--- src/rtl/score_keeper.sv ---
// score_keeper: score and high-score tracker for a tile-tapping game.
// States IDLE -> PLAY -> OVER. The displayed score is refreshed only on
// frame_sync so the digit renderer never sees a change mid-frame.
// Optional feature macro STREAK_BONUS_EN: every STREAK_LEN-th consecutive
// hit is worth 2 points instead of 1.
module score_keeper #(
  parameter int MAX_SCORE  = 63,
  parameter int STREAK_LEN = 8
) (
  input  logic       Clk,
  input  logic       Reset,
  input  logic       start,
  input  logic       hit,
  input  logic       miss,
  input  logic       frame_sync,
  output logic [5:0] score,
  output logic [5:0] high_score,
  output logic       game_over,
  output logic       new_record
);

  typedef enum logic [1:0] {
    IDLE = 2'd0,
    PLAY = 2'd1,
    OVER = 2'd2
  } state_t;

  localparam logic [5:0] MAX_S = 6'(MAX_SCORE);

  // Reject configurations the 6-bit score path cannot represent.
  if (MAX_SCORE > 63 || MAX_SCORE < 1 || STREAK_LEN < 1) begin : g_param_check
    $error("score_keeper: MAX_SCORE must be 1..63 and STREAK_LEN >= 1");
  end

  // Saturating add: the live score clamps at MAX_SCORE and never wraps.
  function automatic logic [5:0] sat_add(input logic [5:0] a, input logic [1:0] inc);
    logic [6:0] sum;
    sum = {1'b0, a} + {5'b0, inc};
    if (sum > {1'b0, MAX_S}) return MAX_S;
    return sum[5:0];
  endfunction

  state_t     state_q, state_d;
  logic [5:0] live_q, live_d;
  logic [5:0] high_q, high_d;
  logic [5:0] score_q;
  logic       nr_q, nr_d;
  logic       go_q;
  logic [1:0] inc;

`ifdef STREAK_BONUS_EN
  localparam int SW = (STREAK_LEN > 1) ? $clog2(STREAK_LEN) : 1;
  logic [SW-1:0] streak_q, streak_d;
`endif

  // Next-state and next-value logic for the game FSM.
  always_comb begin
    state_d = state_q;
    live_d  = live_q;
    high_d  = high_q;
    nr_d    = nr_q;
    inc     = 2'd0;
`ifdef STREAK_BONUS_EN
    streak_d = streak_q;
`endif
    case (state_q)
      IDLE, OVER: begin
        if (start) begin
          state_d = PLAY;
          live_d  = 6'd0;
          nr_d    = 1'b0;
`ifdef STREAK_BONUS_EN
          streak_d = '0;
`endif
        end
      end
      PLAY: begin
        // A miss wins over a simultaneous hit: no increment, game ends.
        if (miss) begin
          state_d = OVER;
          if (live_q > high_q) begin
            high_d = live_q;
            nr_d   = 1'b1;
          end
        end else if (hit) begin
          inc = 2'd1;
`ifdef STREAK_BONUS_EN
          // streak_q wraps at STREAK_LEN, so reaching STREAK_LEN-1 means this
          // hit completes a multiple of STREAK_LEN.
          if (streak_q == SW'(STREAK_LEN - 1)) begin
            inc      = 2'd2;
            streak_d = '0;
          end else begin
            streak_d = streak_q + SW'(1);
          end
`endif
          live_d = sat_add(live_q, inc);
        end
      end
      default: state_d = IDLE;
    endcase
  end

  // State registers; reset overrides every other input.
  always_ff @(posedge Clk) begin
    if (Reset) begin
      state_q <= IDLE;
      live_q  <= 6'd0;
      high_q  <= 6'd0;
      score_q <= 6'd0;
      nr_q    <= 1'b0;
      go_q    <= 1'b0;
`ifdef STREAK_BONUS_EN
      streak_q <= '0;
`endif
    end else begin
      state_q <= state_d;
      live_q  <= live_d;
      high_q  <= high_d;
      nr_q    <= nr_d;
      go_q    <= (state_d == OVER);
      // Display takes the pre-update live score, so a coincident hit shows next frame.
      if (frame_sync) score_q <= live_q;
`ifdef STREAK_BONUS_EN
      streak_q <= streak_d;
`endif
    end
  end

  assign score      = score_q;
  assign high_score = high_q;
  assign game_over  = go_q;
  assign new_record = nr_q;

endmodule

--- config.mk ---
export PLATFORM = sky130hd
export DESIGN_NAME = score_keeper
export DESIGN_NICKNAME = d
export VERILOG_FILES = /design/src/rtl/score_keeper.sv
export SDC_FILE = /design/constraint.sdc
export NUM_CORES = 1
export LEC_CHECK = 0
export ABC_AREA = 1
export CAP_MARGIN = 30
export CORE_MARGIN = 8
export CORE_UTILIZATION = 50
export DETAILED_ROUTE_END_ITERATION = 7
export PLACE_DENSITY = 0.76
export SETUP_SLACK_MARGIN = 0.3
export SYNTH_ARGS = -nofsm -noshare
export SYNTH_HDL_FRONTEND = slang
export SYNTH_SLANG_ARGS = --single-unit
--- constraint.sdc ---
create_clock -name Clk -period 2.28 [get_ports Clk]
set_input_delay 0.684 -clock Clk [delete_from_list [all_inputs] [get_ports Clk]]
set_output_delay 0.684 -clock Clk [all_outputs]
set_load 0.05 [all_outputs]
* Word level (Yosys, flattened, before mapping)
Index checks and enable logic that the tools add are counted.
Storage, ports and cells: register bits 22, input port bits 6, output and inout bits 14, word-level logic and storage cells 40
Cells by class: add/sub/neg operators 1, order comparisons 2, equality and inequality tests 8, mux-type cells 17, reduce and logical (&&, ||, !) cells 6
Operator list (count):
- 6-bit 2-to-1 mux | 5
- 6-bit one-hot mux with 2 select lines | 1
- 2-bit != test (second input constant) | 5
- 4-bit AND reduction | 2
- 6-bit by 1-bit adder with 7-bit output (second input constant) | 1
- 7-bit by 6-bit > comparator with 1-bit output (second input constant) | 1
- 1-bit 2-to-1 mux | 7
- 6-bit > comparator | 1
- 2-bit == test (second input constant) | 2
- 2-bit 2-to-1 mux | 2
- 2-bit one-hot mux with 2 select lines | 1
- 3-bit AND reduction | 1
- 2-bit by 1-bit == test with 1-bit output (second input constant) | 1
- 2-bit zero test | 1
- 1-bit one-hot mux with 2 select lines | 1
- 2-bit nonzero test | 1
- 2-bit OR reduction | 1

* Logic depth before layout (Yosys ltp)
Gate-level depths: netlist (run 1).
word-level depth 10, gate-level depth with buffers 12, mapped depth without buffers 12

* Worst setup path before layout (run 1)
No wires, ideal clock.
path type register -> register, start register high_q[5] (netlist: high_score[5]), end register high_q[0] (netlist: high_score[0]), library setup time 0.135 ns, arrival 1.806 ns, setup slack 0.339 ns, cell stages (with the launch flop) 11, path buffers 0, cells stage by stage dfxtp_1 -> inv_1 -> ha_1 -> nand2_1 -> nor2_1 -> o21ai_0 -> nand2_1 -> o21a_1 -> nand2_1 -> nand2_1 -> a21oi_1
Between the ends: longest elaborated chain between the ends 2
Ends and longest elaborated chain:
- start, declared | RTL line 45 | logic [5:0] high_q, high_d;
- start signal, assigned | RTL line 119 | high_q <= high_d;
- 6-bit > comparator | RTL line 81 | if (live_q > high_q) begin
- 3-bit AND reduction (no source line)
No other way between the ends. A chain may end at the register's enable or synchronous reset.

* Final worst setup path (run 1)
start register high_q[3] (netlist: high_score[3]), end output port high_score[3]
RTL lines:
- end, declared | RTL line 17 | output logic [5:0] high_score,
No word-level cell between the ends.

==> reports/results.tsv, run 1 <==
stage	metric	value	unit
route	remaining_drc_errors	0	
timing	final.min_clock_period	1930	ps
timing	fin_skew	4.15	ps
critical_path	r2r_cells	11	
route	wl	2.88	mm
logic_synthesis	synth_top_cell_by_area	dfxtp_1	
place	dpl.hpwl	2.15	mm
job	maxCapViolCount	0	
logic_synthesis	yosysWarnings	0	
status	outcome	finished clean	
floorplan	num_rows	17	
clock_network	postCtsSetupBuffers	0	
hold_path	holdPathStages	2	
place	placement.cell_area	0.00137	mm2
layout	design_area	0.00142	mm2
timing	slew_headroom	0.670	
critical_path	endpoint_kind	output pin	
timing	tightest_slew	497	ps
critical_path	required	1600	ps
timing	final.period_utilization	0.846	
route	detail-route-antenna-nets	0	
place	port_buffers	19	
layout	area_delta_synth_final	23.2	%
logic_synthesis	synthTopCellsByArea	dfxtp_1, nand2_1, a21oi_1	
logic_synthesis	synthDistinctLibCells	19	
floorplan	die_h	63.9	um
layout	drive_above_1_share	0.0973	
clock_network	htreeDepth	1	
clock_network	cts_root_buf	clkbuf_4	
power	p_leak	0.636	nW
global_route	antenna_found_initial	0	
critical_path	r2r_setup_slack	500	ps
layout	fin_nets	200	
timing	rsz0062_at_grt	true	
clock_network	insertion_delay	320	ps
clock_network	cts.repair.resized	14	
hold_path	hp-start	new_record	
logic_synthesis	ys_ff_latch	22	
route	via_count	1150	
route	firstDrtPassIters	4	
critical_path	crit_fanout	3	
logic_synthesis	syn_avg_cell_area	7.05	um2
logic_synthesis	synth_cells	163	
hold_path	hp-class	reg2reg	
timing	setup-tns-final	0	ps
timing	final-hold-violation-count	0	
place	dp_worst_setup_slack	218	ps
layout	layout_common_cells	nand2_1, a21oi_1, dfxtp_1	
hold_path	hold_end	new_record	
global_route	grt_max_degree	14	
power	p_total	0.000796	W
global_route	grt_pass1_vias	1108	
global_route	grt_overflow	0	
timing	timing.fmax	519	MHz
global_route	grt_pass1_wl	4.95	mm
critical_path	cpPeakStageDelay	540	ps
timing	finalWorstSetupSlack	352	ps
power	p_per_area	562	mW/mm2
clock_network	cts_buffers	3	
clock_network	cts.sinks	22	
layout	fin_util	0.646	
place	place_congestion	0.886	
timing	setup_viol	0	
global_route	grt.total_usage	0.148	
clock_network	clkSlewWorstSetupHoldPaths	130	ps
floorplan	die_w	63.9	um
floorplan	io_pins	20	
clock_network	cts_hold_buffers	0	
critical_path	worstReg2RegEnd	live_q[0]	
critical_path	crit_family	buffers and inverters	
power	peakVddDrop	369	uV
logic_synthesis	syn_nets	177	
floorplan	dieArea	0.00409	mm2
route	wl_per_cell	13.5	um
clock_network	cts_tree	done	
logic_synthesis	synth_top_area_frac	0.383	
critical_path	crit_type	reg2out	
timing	slew_viol_final	0	
logic_synthesis	yosysSeqAreaShare	0.383	
layout	layout_commonest_cell	nand2_1	
critical_path	worst_ep_arrival_time	1240	ps
clock_network	cts_max_path_buffers	2	
critical_path	r2r_start	live_q[0]	
critical_path	critPathSlowestCell	dlygate4sd2_1	
route	drtIter0Drc	56	
floorplan	core	0.00219	mm2
logic_synthesis	synth_area	0.00115	mm2
floorplan	initial_utilization	0.524	
route	post_drt_via_cell_ratio	5.40	
critical_path	path_buf_inv	1	
critical_path	cp-start-kind	register	
layout	diodes	0	
critical_path	path_cells	dlygate4sd2_1	
cell families after synthesis:
family	after synthesis	synth area share
and+or+nand+nor	72	0.271
buffers and inverters	25	0.0882
adders and majority gates	8	0.0871
AOI/OAI and AO/OA	36	0.170
DFF	22	0.383
routing by layer:
| layer | vias to the layer above | global-route usage | share of wire | wire, um |
|---|---|---|---|---|
| met3 | 5 | 0.0383 | 0.063 | 182 |
| met1 | 539 | 0.155 | 0.41 | 1190 |
| met4 | 0 | 0.0780 | 0.017 | 48 |
| li1 | 570 | - | - | - |
| met2 | 36 | 0.263 | 0.51 | 1460 |
| met5 | - | 0 | 0 | 0 |
area by class of cell:
type / count / area, um2
clock inverter: 1 / 30.0
tap: 28 / 35.0
timing repair buffer: 22 / 199
clock buffer: 3 / 22.5
inverter: 21 / 78.8
multi-input combinational: 116 / 608
fill: 206 / 776
sequential: 22 / 442
cells in the mapped netlist:
cell type and count:
a21oi_1 21, nor2_4 1, buf_6 1, o21a_1 1
inv_1 20, nor2_1 18, inv_2 1, o21ai_0 10
nand3_1 12, nand2_1 35, o21bai_1 2, nand3_2 1
a21oi_2 2, nand4_1 1, clkbuf_1 3, nor2_2 1
nand2_2 3, dfxtp_1 22, ha_1 8
metrics by stage:
stage	cells	hold WS (ps)
6_report	213	458
5_1_grt	213	470
4_1_cts	213	455
3_5_place_dp	209	439
3_3_place_gp	209	431
2_1_floorplan	163	479
worst max path at each step:
stage / from / to / slack (ps) / depth (start not counted)
floorplan: high_score[5] / high_score[0] / 340 / 10
global placement: miss / live_q[1] / 310 / 7
detailed placement: miss / live_q[0] / 220 / 7
CTS: high_score[0] / high_score[0] / 320 / 1
global route: high_score[1] / high_score[3] / 300 / 10
finish: high_score[3] / high_score[3] / 350 / 1
registers in the layout, summed over array words and instances, names as in the netlist:
signal      flops
high_score      6
state_q         2
score           6
game_over       1
new_record      1
live_q          6
power by group:
group	switching (W)	internal (W)	leakage, nW	total [W]
clock	0.000132	0.000178	0.0279	0.000310
combinational	0.0000591	0.0000260	0.429	0.0000851
sequential	0.00000629	0.000394	0.179	0.000401
total	0.000197	0.000598	0.636	0.000796
Power figures use the tool's default switching activity.
==> inputs of run 2 (changes only) <==
Settings changed: CORE_UTILIZATION 50 to 46, PLACE_DENSITY 0.76 to 0.74.
Clock period 2.28 ns to 1.77 ns, I/O delays scaled along.
==> run 2 against run 1 <==
Register-to-register slack worse by 290 ps. Sequential power increased by 27%. Combinational power grew 68%. Critical endpoint is now high_score[0]. Largest power group unchanged. Power grew 12%. Largest cell class unchanged. Highest routed layer unchanged.
==> reports/results.tsv, run 2 (synthesis gave the netlist of run 1 again) <==
stage	metric	value	unit
clock_network	insertion_delay	310	ps
critical_path	critPathSlowestCell	dfxtp_4	
timing	tightest_slew	282	ps
timing	final.period_utilization	0.881	
place	dp_worst_setup_slack	49.4	ps
clock_network	cts_hold_buffers	0	
layout	drive_above_1_share	0.478	
layout	layout_common_cells	nand2_1, buf_4, a21oi_1, nor2_1, buf_12	
clock_network	htreeDepth	1	
floorplan	initial_utilization	0.472	
floorplan	die_h	66.0	um
critical_path	worst_ep_arrival_time	1810	ps
layout	fin_nets	218	
critical_path	path_buf_inv	1	
timing	final-hold-violation-count	0	
critical_path	r2r_start	live_q[1]	
critical_path	crit_start	live_q[1]	
place	dpl.hpwl	2.19	mm
layout	fin_util	0.790	
critical_path	endpoint_kind	register	
route	firstDrtPassIters	4	
layout	area_delta_synth_final	67.3	%
route	wl_per_cell	14.4	um
power	p_leak	0.787	nW
power	internal_power	0.000638	W
power	p_total	0.000889	W
power	p_sw_frac	0.282	
global_route	grt.total_usage	0.157	
route	wl	3.35	mm
critical_path	crit_type	reg2reg	
global_route	grt_pass1_wl	5.43	mm
clock_network	clkSlewWorstSetupHoldPaths	120	ps
critical_path	cp-start-kind	register	
floorplan	dieArea	0.00435	mm2
timing	finalWorstSetupSlack	210	ps
global_route	grt_max_degree	16	
status	outcome	finished clean	
critical_path	endpoint	high_score[0]	
job	maxCapViolCount	0	
power	peakVddDrop	688	uV
critical_path	crit_fanout	8	
floorplan	die_w	66.0	um
critical_path	cpPeakStageDelay	440	ps
timing	setup-tns-final	0	ps
route	remaining_drc_errors	0	
critical_path	r2r_cells	9	
critical_path	critPathMostFrequentCell	nand2_1	
timing	timing.fmax	641	MHz
critical_path	required	2020	ps
critical_path	path_cells	ha_4 > inv_2 > nor2_1 > o21ai_2 > nand2_1 > o21a_4 > nand2_4 > nand2_1 > a21oi_2	
place	port_buffers	19	
floorplan	core	0.00243	mm2
timing	final.min_clock_period	1560	ps
power	p_per_area	462	mW/mm2
timing	slew_viol_final	0	
layout	fin_cells	233	
route	via_count	1231	
clock_network	cts_max_path_buffers	2	
clock_network	cts_root_buf	clkbuf_4	
route	detail-route-antenna-nets	0	
global_route	antenna_found_initial	0	
global_route	grt_overflow	0	
critical_path	worstReg2RegEnd	high_score[0]	
route	drtIter0Drc	58	
power	p_clk_frac	0.268	
layout	ff_latch_area	474	um2
place	dp_cells	216	
critical_path	r2r_setup_slack	210	ps
power	p_seq_frac	0.572	
floorplan	io_pins	20	
timing	rsz0062_at_grt	true	
layout	diodes	0	
floorplan	num_rows	18	
critical_path	cp.depth	9	
route	post_drt_via_cell_ratio	5.28	
layout	multiInputGateArea	812	um2
place	place_congestion	0.900	
timing	fin_skew	4.26	ps
clock_network	cts_tree	done	
power	p_switching	0.000250	W
layout	fillers	152	
timing	slew_headroom	0.812	
critical_path	crit_family	compound AO/OA/AOI/OAI gates	
power	power_frac_comb	0.161	
global_route	grt_pass1_vias	1210	
clock_network	cts_buffers	3	
layout	layout_commonest_cell	nand2_1	
clock_network	cts.sinks	22	
timing	setup_viol	0	
hold_path	hp-class	reg2reg	
[run 2: layout make-up]
cell class	count	area share
clock buffer	3	0.0117
clock inverter	1	0.00195
inverter	21	0.0436
multi-input combinational	116	0.423
sequential	22	0.247
tap	30	0.0195
timing repair buffer	40	0.254
[run 2: repair_timing]
| action | 4_1_cts | 5_1_grt |
|---|---|---|
| setup buffers | 7 | 6 |
| pin swaps | 9 | 11 |
| endpoints found under the setup margin | 12 | 17 |
| gates resized for setup | 18 | 33 |
[run 2: worst min-delay path by stage]
| stage | from | endpoint | slack, ps | cells past startpoint |
|---|---|---|---|---|
| 6_report | new_record | new_record | 510 | 2 |
| 5_1_grt | new_record | new_record | 540 | 2 |
| 3_5_place_dp | new_record | new_record | 480 | 2 |
| 2_1_floorplan | state_q[1] | game_over | 480 | 2 |
| 3_3_place_gp | new_record | new_record | 470 | 2 |
| 4_1_cts | new_record | new_record | 510 | 2 |
[run 2: metal layers]
layer / track usage / wire length, um
met5: 0 / 0
met4: 0.0613 / 69
met3: 0.0576 / 229
met2: 0.274 / 1700
met1: 0.169 / 1350
[run 2: worst register-to-register path: stages, from the launching register on]
cell     delay, ps
dfxtp_4        440
ha_4           230
inv_2           40
nor2_1          40
o21ai_2        100
nand2_1         70
o21a_4         240
nand2_4        100
nand2_1         80
a21oi_2        150
[run 2: through the flow]
stage	hold WS [ps]	instance area [um2]
global route	537	1920
floorplan	479	1230
global placement	474	1610
finish	510	1920
CTS	507	1770
detailed placement	483	1610
[run 2: power groups by stage]
stage / Clock [W] / Sequential (W) / Combinational [W]
global route: 0.000270 / 0.000510 / 0.000152
detailed placement: 0 / 0.000522 / 0.000133
finish: 0.000238 / 0.000508 / 0.000143
floorplan: 0 / 0.000545 / 0.0000470
CTS: 0.000246 / 0.000509 / 0.000140
global placement: 0 / 0.000522 / 0.000131
